<file path="src/rtl/spi_slave.sv">
// SPI target bridging a master onto a register bus. It uses a CPOL/CPHA mode chosen per frame
// and an address-then-data frame, where the address MSB selects read.
module spi_slave #(
  parameter int DATA_WIDTH = 16,
  parameter int ADDR_WIDTH = 8
) (
  input  logic                  sys_clk,
  input  logic                  rst_n,
  input  logic                  spi_cs,
  input  logic                  spi_sck,
  input  logic                  spi_mosi,
  output logic                  spi_miso,
  input  logic                  CPOL,
  input  logic                  CPHA,
  output logic                  wr_en,
  output logic [ADDR_WIDTH-1:0] wr_addr,
  output logic [DATA_WIDTH-1:0] wr_data,
  output logic                  rd_req,
  output logic [ADDR_WIDTH-1:0] rd_addr,
  input  logic [DATA_WIDTH-1:0] rd_data,
  output logic                  busy,
  output logic                  frame_err
);

  // state | meaning
  // IDLE  | waiting for CS to fall
  // ADDR  | shifting in the address bits
  // FETCH | two cycles: issue rd_req, then load rd_data into the transmit shifter
  // DATA  | shifting data in and, on reads, out
  // DONE  | one cycle: commit the write or flag a malformed frame
  typedef enum logic [2:0] {S_IDLE, S_ADDR, S_FETCH, S_DATA, S_DONE} state_t;

  localparam logic [5:0] A_LAST = 6'(ADDR_WIDTH - 1);
  localparam logic [5:0] A_CNT  = 6'(ADDR_WIDTH);
  localparam logic [5:0] FULL   = 6'(ADDR_WIDTH + DATA_WIDTH);
  localparam logic [5:0] LIMIT  = 6'(ADDR_WIDTH + DATA_WIDTH + 1);

  state_t                state_q;
  logic [2:0]            cs_q, sck_q;
  logic [1:0]            mosi_q;
  logic                  cpol_q, cpha_q, rd_q, fetch_q;
  logic [5:0]            cnt_q;
  logic [ADDR_WIDTH-1:0] addr_q, wr_addr_q, rd_addr_q;
  logic [DATA_WIDTH-1:0] rx_q, tx_q, wr_data_q;
  logic                  wr_en_q, rd_req_q, busy_q, frame_err_q;

  logic                  cs_fall, cs_rise, sck_chg, lead, trail, sample, launch;
  logic [5:0]            cnt_d;
  logic [ADDR_WIDTH-1:0] addr_d;
  logic [DATA_WIDTH-1:0] rx_d;

  // index 1 is the synchronized value, index 2 its one-cycle-delayed copy
  assign cs_fall = cs_q[2] & ~cs_q[1];
  assign cs_rise = ~cs_q[2] & cs_q[1];
  assign sck_chg = (sck_q[2] ^ sck_q[1]) & ~cs_q[1];
  assign lead    = sck_chg & (sck_q[1] != cpol_q);
  assign trail   = sck_chg & (sck_q[1] == cpol_q);
  assign sample  = cpha_q ? trail : lead;
  assign launch  = cpha_q ? lead : trail;
  assign cnt_d   = (cnt_q == LIMIT) ? cnt_q : cnt_q + 6'd1;
  assign addr_d  = {addr_q[ADDR_WIDTH-2:0], mosi_q[1]};
  assign rx_d    = {rx_q[DATA_WIDTH-2:0], mosi_q[1]};

  always_ff @(posedge sys_clk) begin
    if (!rst_n) begin
      state_q     <= S_IDLE;
      cs_q        <= '0;
      sck_q       <= '0;
      mosi_q      <= '0;
      cpol_q      <= 1'b0;
      cpha_q      <= 1'b0;
      rd_q        <= 1'b0;
      fetch_q     <= 1'b0;
      cnt_q       <= '0;
      addr_q      <= '0;
      rx_q        <= '0;
      tx_q        <= '0;
      wr_addr_q   <= '0;
      wr_data_q   <= '0;
      rd_addr_q   <= '0;
      wr_en_q     <= 1'b0;
      rd_req_q    <= 1'b0;
      busy_q      <= 1'b0;
      frame_err_q <= 1'b0;
    end else begin
      cs_q        <= {cs_q[1:0], spi_cs};
      sck_q       <= {sck_q[1:0], spi_sck};
      mosi_q      <= {mosi_q[0], spi_mosi};
      wr_en_q     <= 1'b0;
      rd_req_q    <= 1'b0;
      frame_err_q <= 1'b0;
      case (state_q)
        S_IDLE: if (cs_fall) begin
          cpol_q  <= CPOL;
          cpha_q  <= CPHA;
          cnt_q   <= '0;
          addr_q  <= '0;
          rx_q    <= '0;
          tx_q    <= '0;
          rd_q    <= 1'b0;
          fetch_q <= 1'b0;
          busy_q  <= 1'b1;
          state_q <= S_ADDR;
        end
        S_ADDR: if (cs_rise) begin
          state_q <= S_DONE;
        end else if (sample) begin
          addr_q <= addr_d;
          cnt_q  <= cnt_d;
          if (cnt_q == A_LAST) begin
            rd_q <= addr_d[ADDR_WIDTH-1];
            if (addr_d[ADDR_WIDTH-1]) begin
              rd_req_q  <= 1'b1;
              rd_addr_q <= addr_d;
              state_q   <= S_FETCH;
            end else begin
              state_q <= S_DATA;
            end
          end
        end
        S_FETCH: if (cs_rise) begin
          state_q <= S_DONE;
        end else begin
          if (sample) cnt_q <= cnt_d;
          if (!fetch_q) begin
            fetch_q <= 1'b1;
          end else begin
            tx_q    <= rd_data;
            state_q <= S_DATA;
          end
        end
        S_DATA: if (cs_rise) begin
          state_q <= S_DONE;
        end else begin
          if (sample) begin
            rx_q  <= rx_d;
            cnt_q <= cnt_d;
          end
          // the first launch edge of the data phase presents the already-loaded MSB
          if (launch && rd_q && cnt_q > A_CNT) tx_q <= {tx_q[DATA_WIDTH-2:0], 1'b0};
        end
        S_DONE: begin
          if (!rd_q && cnt_q == FULL) begin
            wr_en_q   <= 1'b1;
            wr_addr_q <= addr_q;
            wr_data_q <= rx_q;
          end else if (cnt_q != 6'd0 && cnt_q != FULL) begin
            frame_err_q <= 1'b1;
          end
          busy_q  <= 1'b0;
          state_q <= S_IDLE;
        end
        default: state_q <= S_IDLE;
      endcase
    end
  end

  assign spi_miso  = (state_q == S_DATA && rd_q) ? tx_q[DATA_WIDTH-1] : 1'b0;
  assign wr_en     = wr_en_q;
  assign wr_addr   = wr_addr_q;
  assign wr_data   = wr_data_q;
  assign rd_req    = rd_req_q;
  assign rd_addr   = rd_addr_q;
  assign busy      = busy_q;
  assign frame_err = frame_err_q;

endmodule
</file>
<file path="config.mk">
export PLATFORM = sky130hd
export DESIGN_NAME = spi_slave
export DESIGN_NICKNAME = d
export VERILOG_FILES = /design/src/rtl/spi_slave.sv
export SDC_FILE = /design/constraint.sdc
export NUM_CORES = 1
export LEC_CHECK = 0
export ABC_CLOCK_PERIOD_IN_PS = 3700
export CORE_UTILIZATION = 50
export DETAILED_ROUTE_END_ITERATION = 16
export HOLD_SLACK_MARGIN = 0.08
export PLACE_DENSITY = 0.75
export SYNTH_ARGS = -nofsm -noshare
export SYNTH_HDL_FRONTEND = slang
export SYNTH_SLANG_ARGS = --single-unit
</file>
<file path="constraint.sdc">
create_clock -name sys_clk -period 3.7 [get_ports sys_clk]
set_input_delay 0.555 -clock sys_clk [delete_from_list [all_inputs] [get_ports sys_clk]]
set_output_delay 0.555 -clock sys_clk [all_outputs]
set_load 0.02 [all_outputs]
</file>
==> results of run 1 <==
## metal layers
layer  vias to the layer above  share of wire, %
met3                        16               3.8
met4                         0               2.4
met5                         -                 0
met1                      1467                46
li1                       1643                 -
met2                        71                48
## worst reg2reg max path, cell delays in order, from the launching register on
cell,delay [ps]
dfxtp_1,800
buf_4,370
nor4_4,110
a21oi_2,880
nand3_1,180
o21ai_1,110
## cell families after synthesis
| kind of cell | after synthesis | share of synthesized area [%] |
|---|---|---|
| AO/OA/AOI/OAI | 98 | 15.5 |
| XOR/XNOR | 1 | 0.219 |
| adder cells (fa/ha/maj) | 3 | 0.938 |
| buffers and inverters | 38 | 4.88 |
| flip-flops | 97 | 48.5 |
| multiplexers | 27 | 6.79 |
| AND/OR/NAND/NOR | 180 | 23.1 |
## cells in the final DEF (no fill, tap or decap), types with 2 or more instances in the layout
master / instances
o21ai_1: 27
or4_1: 2
inv_6: 2
ha_1: 3
nor3b_1: 3
and3_1: 3
a31oi_1: 4
mux2i_1: 26
nand2_1: 66
nor3_1: 5
a21oi_1: 34
a21boi_1: 2
buf_4: 5
dfxtp_1: 97
nand3_1: 39
and2_1: 10
nor4_4: 2
inv_1: 5
nor2b_1: 4
nor2_1: 24
o2bb2ai_1: 15
nand4_1: 9
o21ai_0: 5
nor2_8: 2
a21oi_2: 2
bufinv_16: 3
nand2b_1: 5
clkbuf_8: 9
clkdlybuf4s50_1: 58
## registers in the layout, summed over array words and instances, names as in the netlist, 2 cells and up
name     flops
rx_q        16
tx_q        16
wr_data     16
addr_q       8
rd_addr      8
wr_addr      8
cnt_q        6
cs_q         3
sck_q        3
state_q      3
mosi_q       2
## through the flow
step,instance area [um^2],hold WS [ps],instances
floorplan,4000,412,444
global placement,4580,414,578
detailed placement,4580,424,578
CTS,4820,445,594
global route,4820,462,594
finish,4820,439,594
## how the worst max path moves through the flow
stage          endpoint  depth (start not counted)
4_1_cts        spi_miso                          4
5_1_grt        spi_miso                          4
2_1_floorplan  spi_miso                          5
6_report       spi_miso                          4
3_3_place_gp   spi_miso                          4
3_5_place_dp   spi_miso                          4
## area by class of cell
class | count | area (um^2) | area share, %
well taps | 102 | 128 | 2.65
inverters | 6 | 22.5 | 0.467
flip-flops and latches | 97 | 1940 | 40.3
clock inverters | 6 | 113 | 2.34
multi-input cells | 309 | 1860 | 38.7
repair buffers | 64 | 623 | 12.9
clock buffers | 10 | 128 | 2.65
## power breakdown
| group | internal (W) | switching, W |
|---|---|---|
| Clock | 0.000453 | 0.000358 |
| Sequential | 0.00105 | 0.00000626 |
| Combinational | 0.0000384 | 0.0000472 |
==> results_dict.tcl, run 1 <==
set metrics [dict create \
    status "completed" \
    htree_levels 3 \
    place_congestion 0.914 \
    grt_pass1_vias 2992 \
    crit_fanout 19 \
    setup_violations 0 \
    async_flop_share_pct 0 \
    met1_usage_pct 26.0 \
    r2r-end "rx_q[4]$_SDFFE_PN0P_" \
    p_total_w 0.00195 \
    post_cts_resized 0 \
    grt_setup_unrepaired "false" \
    n_antenna_cell 0 \
    crit_required_ps 3140 \
    ys_types 47 \
    setup_ws_ps 652 \
    drt_iter0_markers 163 \
    slowest_delay_ps 800 \
    post-route-util_pct 62.4 \
    coreArea_mm2 0.00773 \
    power.density_mw_per_mm2 405 \
    syn_nets 470 \
    critical_path_class "flip-flop to output pin" \
    drt_first_pass_iters 4 \
    antenna_found_initial 0 \
    yosysTopAreaCell "dfxtp_1" \
    r2r_slack_ps 1190 \
    start_util_pct 51.8 \
    layout.nets 513 \
    cts_sinks 97 \
    vias 3197 \
    relSlewSlack_pct 21.8 \
    min_period_over_period_pct 82.4 \
    setup_tns_ps 0 \
    p_leak_nw 1.67 \
    ir_drop_mv 0.224 \
    portBuffers 59 \
    worstHoldPathType "flip-flop to flip-flop" \
    grt_remaining_overflow 0 \
    use_met3_pct 3.69 \
    syn_inst 444 \
    cp.arrival_ps 2490 \
    clk_path_buf_depth 2 \
    hold_violations 0 \
    grt_first_pass_wirelength_mm 13.7 \
    cap_violations 0 \
    max_freq_mhz 328 \
    drc 0 \
    clock_latency_ps 360 \
    antenna_left 0 \
    worstRegToRegCells 5 \
    crit_buf_inv 2 \
    cp-end-kind "output pin" \
    yosys_register_bits 97 \
    area_growth_syn_to_layout_pct 20.5 \
    clockRootBuffer "clkbuf_8" \
    worst_clock_skew_ps 9.42 \
    ys.warnings.count 0 \
    grt_util_met2_pct 33.1 \
    wirelength_mm 7.97 \
    busiest_layer "met2" \
    viasPerCell 5.38 \
    synth-edff-count 0 \
    track_usage_pct 20.4 \
    synth-main-ff-cell "dfxtp_1" \
    wl_per_cell_um 13.4 \
    cp_top_family "flip-flops" \
    fillers 668 \
    cp-startpoint "state_q[0]$_SDFFE_PN0P_" \
    dieHeight_um 91.4 \
    grt_max_degree 58 \
    maxSlewViolCount 0 \
    synth_area_leaders "dfxtp_1 (49%), mux2i_1 (6.5%), nand2_1 (6.2%), nand3_1 (4.9%), a21oi_1 (4.3%)" \
    place_ws_ps 1010 \
    critical_path.reg2reg.startpoint "state_q[0]$_SDFFE_PN0P_" \
    post-route-min-period_ps 3050 \
    synth.most_common_cell "dfxtp_1" \
    syn_avg_cell_area_um2 9.01 \
    synth_commonest_cells "dfxtp_1 (97), nand2_1 (66), nand3_1 (39)" \
    drive_gt1_share_pct 7.52 \
    syn_area_mm2 0.00400 \
    holdPathStages 1 \
    rows 32 \
    startpoint_type "flip-flop" \
    die_area_mm2 0.00836 \
    io-pin-count 60 \
    cts_hold_buf 0 \
    dpl.hpwl_mm 5.46 \
    cts_tree "built" \
    ys_seq_area_share_pct 48.5 \
    numCtsBuffers 9 \
    cts_setup_buffers 0 \
    holdPathEnd "sck_q[1]$_SDFF_PN0_" \
    synth.top_cell.area_share_pct 48.5 \
    tightest_slew_ps 1170 \
    die_x_um 91.4 \
    critPathSlowestCell "dfxtp_1" \
    hold_start "sck_q[0]$_SDFF_PN0_" \
    path_clk_slew_ps 80 \
    path_cells "inv_2, nor2_8, and3_1, clkdlybuf4s50_1" \
]
Power figures use the tool's default switching activity.
==> run 2: changes to the inputs <==
ABC_CLOCK_PERIOD_IN_PS = 3100   (was 3700)
clock period = 3.1 ns   (was 3.7 ns; I/O delays follow)
==> results_dict.tcl, run 2 (synthesis gave the netlist of run 1 again) <==
set metrics [dict create \
    cts_sinks 97 \
    rows 32 \
    drt_first_pass_iters 5 \
    antenna_found_initial 0 \
    die_x_um 91.4 \
    clk_path_buf_depth 2 \
    grt_first_pass_wirelength_mm 13.7 \
    path_clk_slew_ps 100 \
    clockRootBuffer "clkbuf_8" \
    hold_violations 0 \
    area_growth_syn_to_layout_pct 19.8 \
    relSlewSlack_pct 19.2 \
    worst_clock_skew_ps 11.7 \
    power.density_mw_per_mm2 456 \
    p_leak_nw 1.66 \
    grt_remaining_overflow 0 \
    layout.nets 514 \
    final_cell_mix "dfxtp_1 (97), nand2_1 (66), clkdlybuf4s50_1 (58), nand3_1 (39), a21oi_1 (34)" \
    fillers 661 \
    drc 0 \
    track_usage_pct 20.3 \
    io-pin-count 60 \
    numCtsBuffers 9 \
    drive_gt1_share_pct 7.91 \
    ir_drop_mv 0.258 \
    cap_violations 0 \
    critical_path_class "flip-flop to output pin" \
    crit_path_end "spi_miso" \
    wl_per_cell_um 13.7 \
    clock_latency_ps 370 \
    cts_tree "built" \
    p_int_w 0.00162 \
    setup_violations 0 \
    htree_levels 3 \
    portBuffers 59 \
    crit_fanout 19 \
    n_antenna_cell 0 \
    tightest_slew_ps 1210 \
    grt_pass1_vias 2957 \
    dieHeight_um 91.4 \
    place_congestion 0.932 \
    setup_tns_ps 0 \
    critPathSlowestCell "dfxtp_1" \
    slowest_delay_ps 680 \
    status "completed" \
    crit_required_ps 2630 \
    viasPerCell 5.43 \
    antenna_left 0 \
    critical_path.reg2reg.startpoint "cpha_q$_SDFFE_PN0P_" \
    die_area_mm2 0.00836 \
    p_comb_share_pct 4.8 \
    cp-startpoint "state_q[1]$_SDFFE_PN0P_" \
    dpl.hpwl_mm 5.58 \
    cp.arrival_ps 2480 \
    path_cells "nand2b_1, nor2_8, and3_1, clkdlybuf4s50_1" \
    post-route-util_pct 62.0 \
    wirelength_mm 8.13 \
    p_switching_w 0.000564 \
    vias 3233 \
    cts_setup_buffers 0 \
    cts_hold_buf 0 \
    clkPwrFrac_pct 37.8 \
    min_period_over_period_pct 95.0 \
    mostFrequentLayoutCell "dfxtp_1" \
    worstHoldPathType "primary input to flip-flop" \
    max_freq_mhz 340 \
    post-route-min-period_ps 2940 \
    drt_iter0_markers 176 \
    start_util_pct 51.8 \
    grt_setup_unrepaired "false" \
    post_cts_resized 0 \
    startpoint_type "flip-flop" \
    r2r-end "rx_q[6]$_SDFFE_PN0P_" \
    r2r_slack_ps 740 \
    worstRegToRegCells 5 \
    seqPwrFrac_pct 57.4 \
    coreArea_mm2 0.00773 \
    grt_max_degree 56 \
    maxSlewViolCount 0 \
    switching_share_pct 25.8 \
    cp-end-kind "output pin" \
    holdPathStages 2 \
]
## run 2: cell count changes in the layout (fill, tap and decap cells not counted)
| cell | change |
|---|---|
| buf_4 | +1 |
| clkinv_4 | +1 |
| inv_6 | -1 |
| bufinv_16 | -3 |
| clkinv_2 | -1 |
| clkbuf_1 | -1 |
| inv_8 | +3 |
| clkinv_8 | +2 |
## run 2: critical path, delay by kind of cell (launching register included)
family	cells	cell delay, ps
flip-flops	1	680
buffers and inverters	1	600
AND/OR/NAND/NOR	3	830
## run 2: metrics by stage
stage / total power [W] / setup WS, ps / instance area, um^2 / hold WS (ps) / std cells
floorplan: 0.00135 / 1190 / 4000 / 412 / 444
global placement: 0.00139 / 633 / 4590 / 414 / 579
detailed placement: 0.00139 / 559 / 4590 / 420 / 579
CTS: 0.00221 / 154 / 4790 / 422 / 595
global route: 0.00227 / 57.9 / 4790 / 426 / 595
finish: 0.00219 / 156 / 4790 / 430 / 595
## run 2: cell type report
class	instances	area (um^2)	share of cell area [%]
Timing Repair Buffer	65	631	13.2
Multi-Input combinational cell	309	1860	38.9
Inverter	6	22.5	0.470
Clock inverter	7	83.8	1.75
Sequential cell	97	1940	40.5
Clock buffer	9	124	2.58
Tap cell	102	128	2.66
## run 2: routing by layer
metal	GRT usage (%)	share of wire, %	vias to the layer above	wire length, um
li1	-	-	1641	-
met1	27.0	47	1499	3790
met2	33.1	48	84	3880
met3	4.52	4.2	9	341
met4	5.95	1.4	0	111
met5	0	0	-	0
## run 2: worst min-delay path by stage
stage                       startpoint                    to  slack (ps)
finish                           rst_n  tx_q[0]$_SDFFE_PN0P_         430
global route                     rst_n  tx_q[0]$_SDFFE_PN0P_         430
CTS                              rst_n  tx_q[0]$_SDFFE_PN0P_         420
detailed placement  cs_q[0]$_SDFF_PN0_    cs_q[1]$_SDFF_PN0_         420
global placement    cs_q[0]$_SDFF_PN0_    cs_q[1]$_SDFF_PN0_         410
floorplan           cs_q[0]$_SDFF_PN0_    cs_q[1]$_SDFF_PN0_         410
## run 2: power by group through the flow
stage          registers [W]   logic, W  clock network [W]
3_3_place_gp         0.00128   0.000104                  0
2_1_floorplan        0.00128  0.0000673                  0
5_1_grt              0.00126   0.000116           0.000896
6_report             0.00126   0.000106           0.000826
4_1_cts              0.00126   0.000106           0.000849
3_5_place_dp         0.00128   0.000105                  0
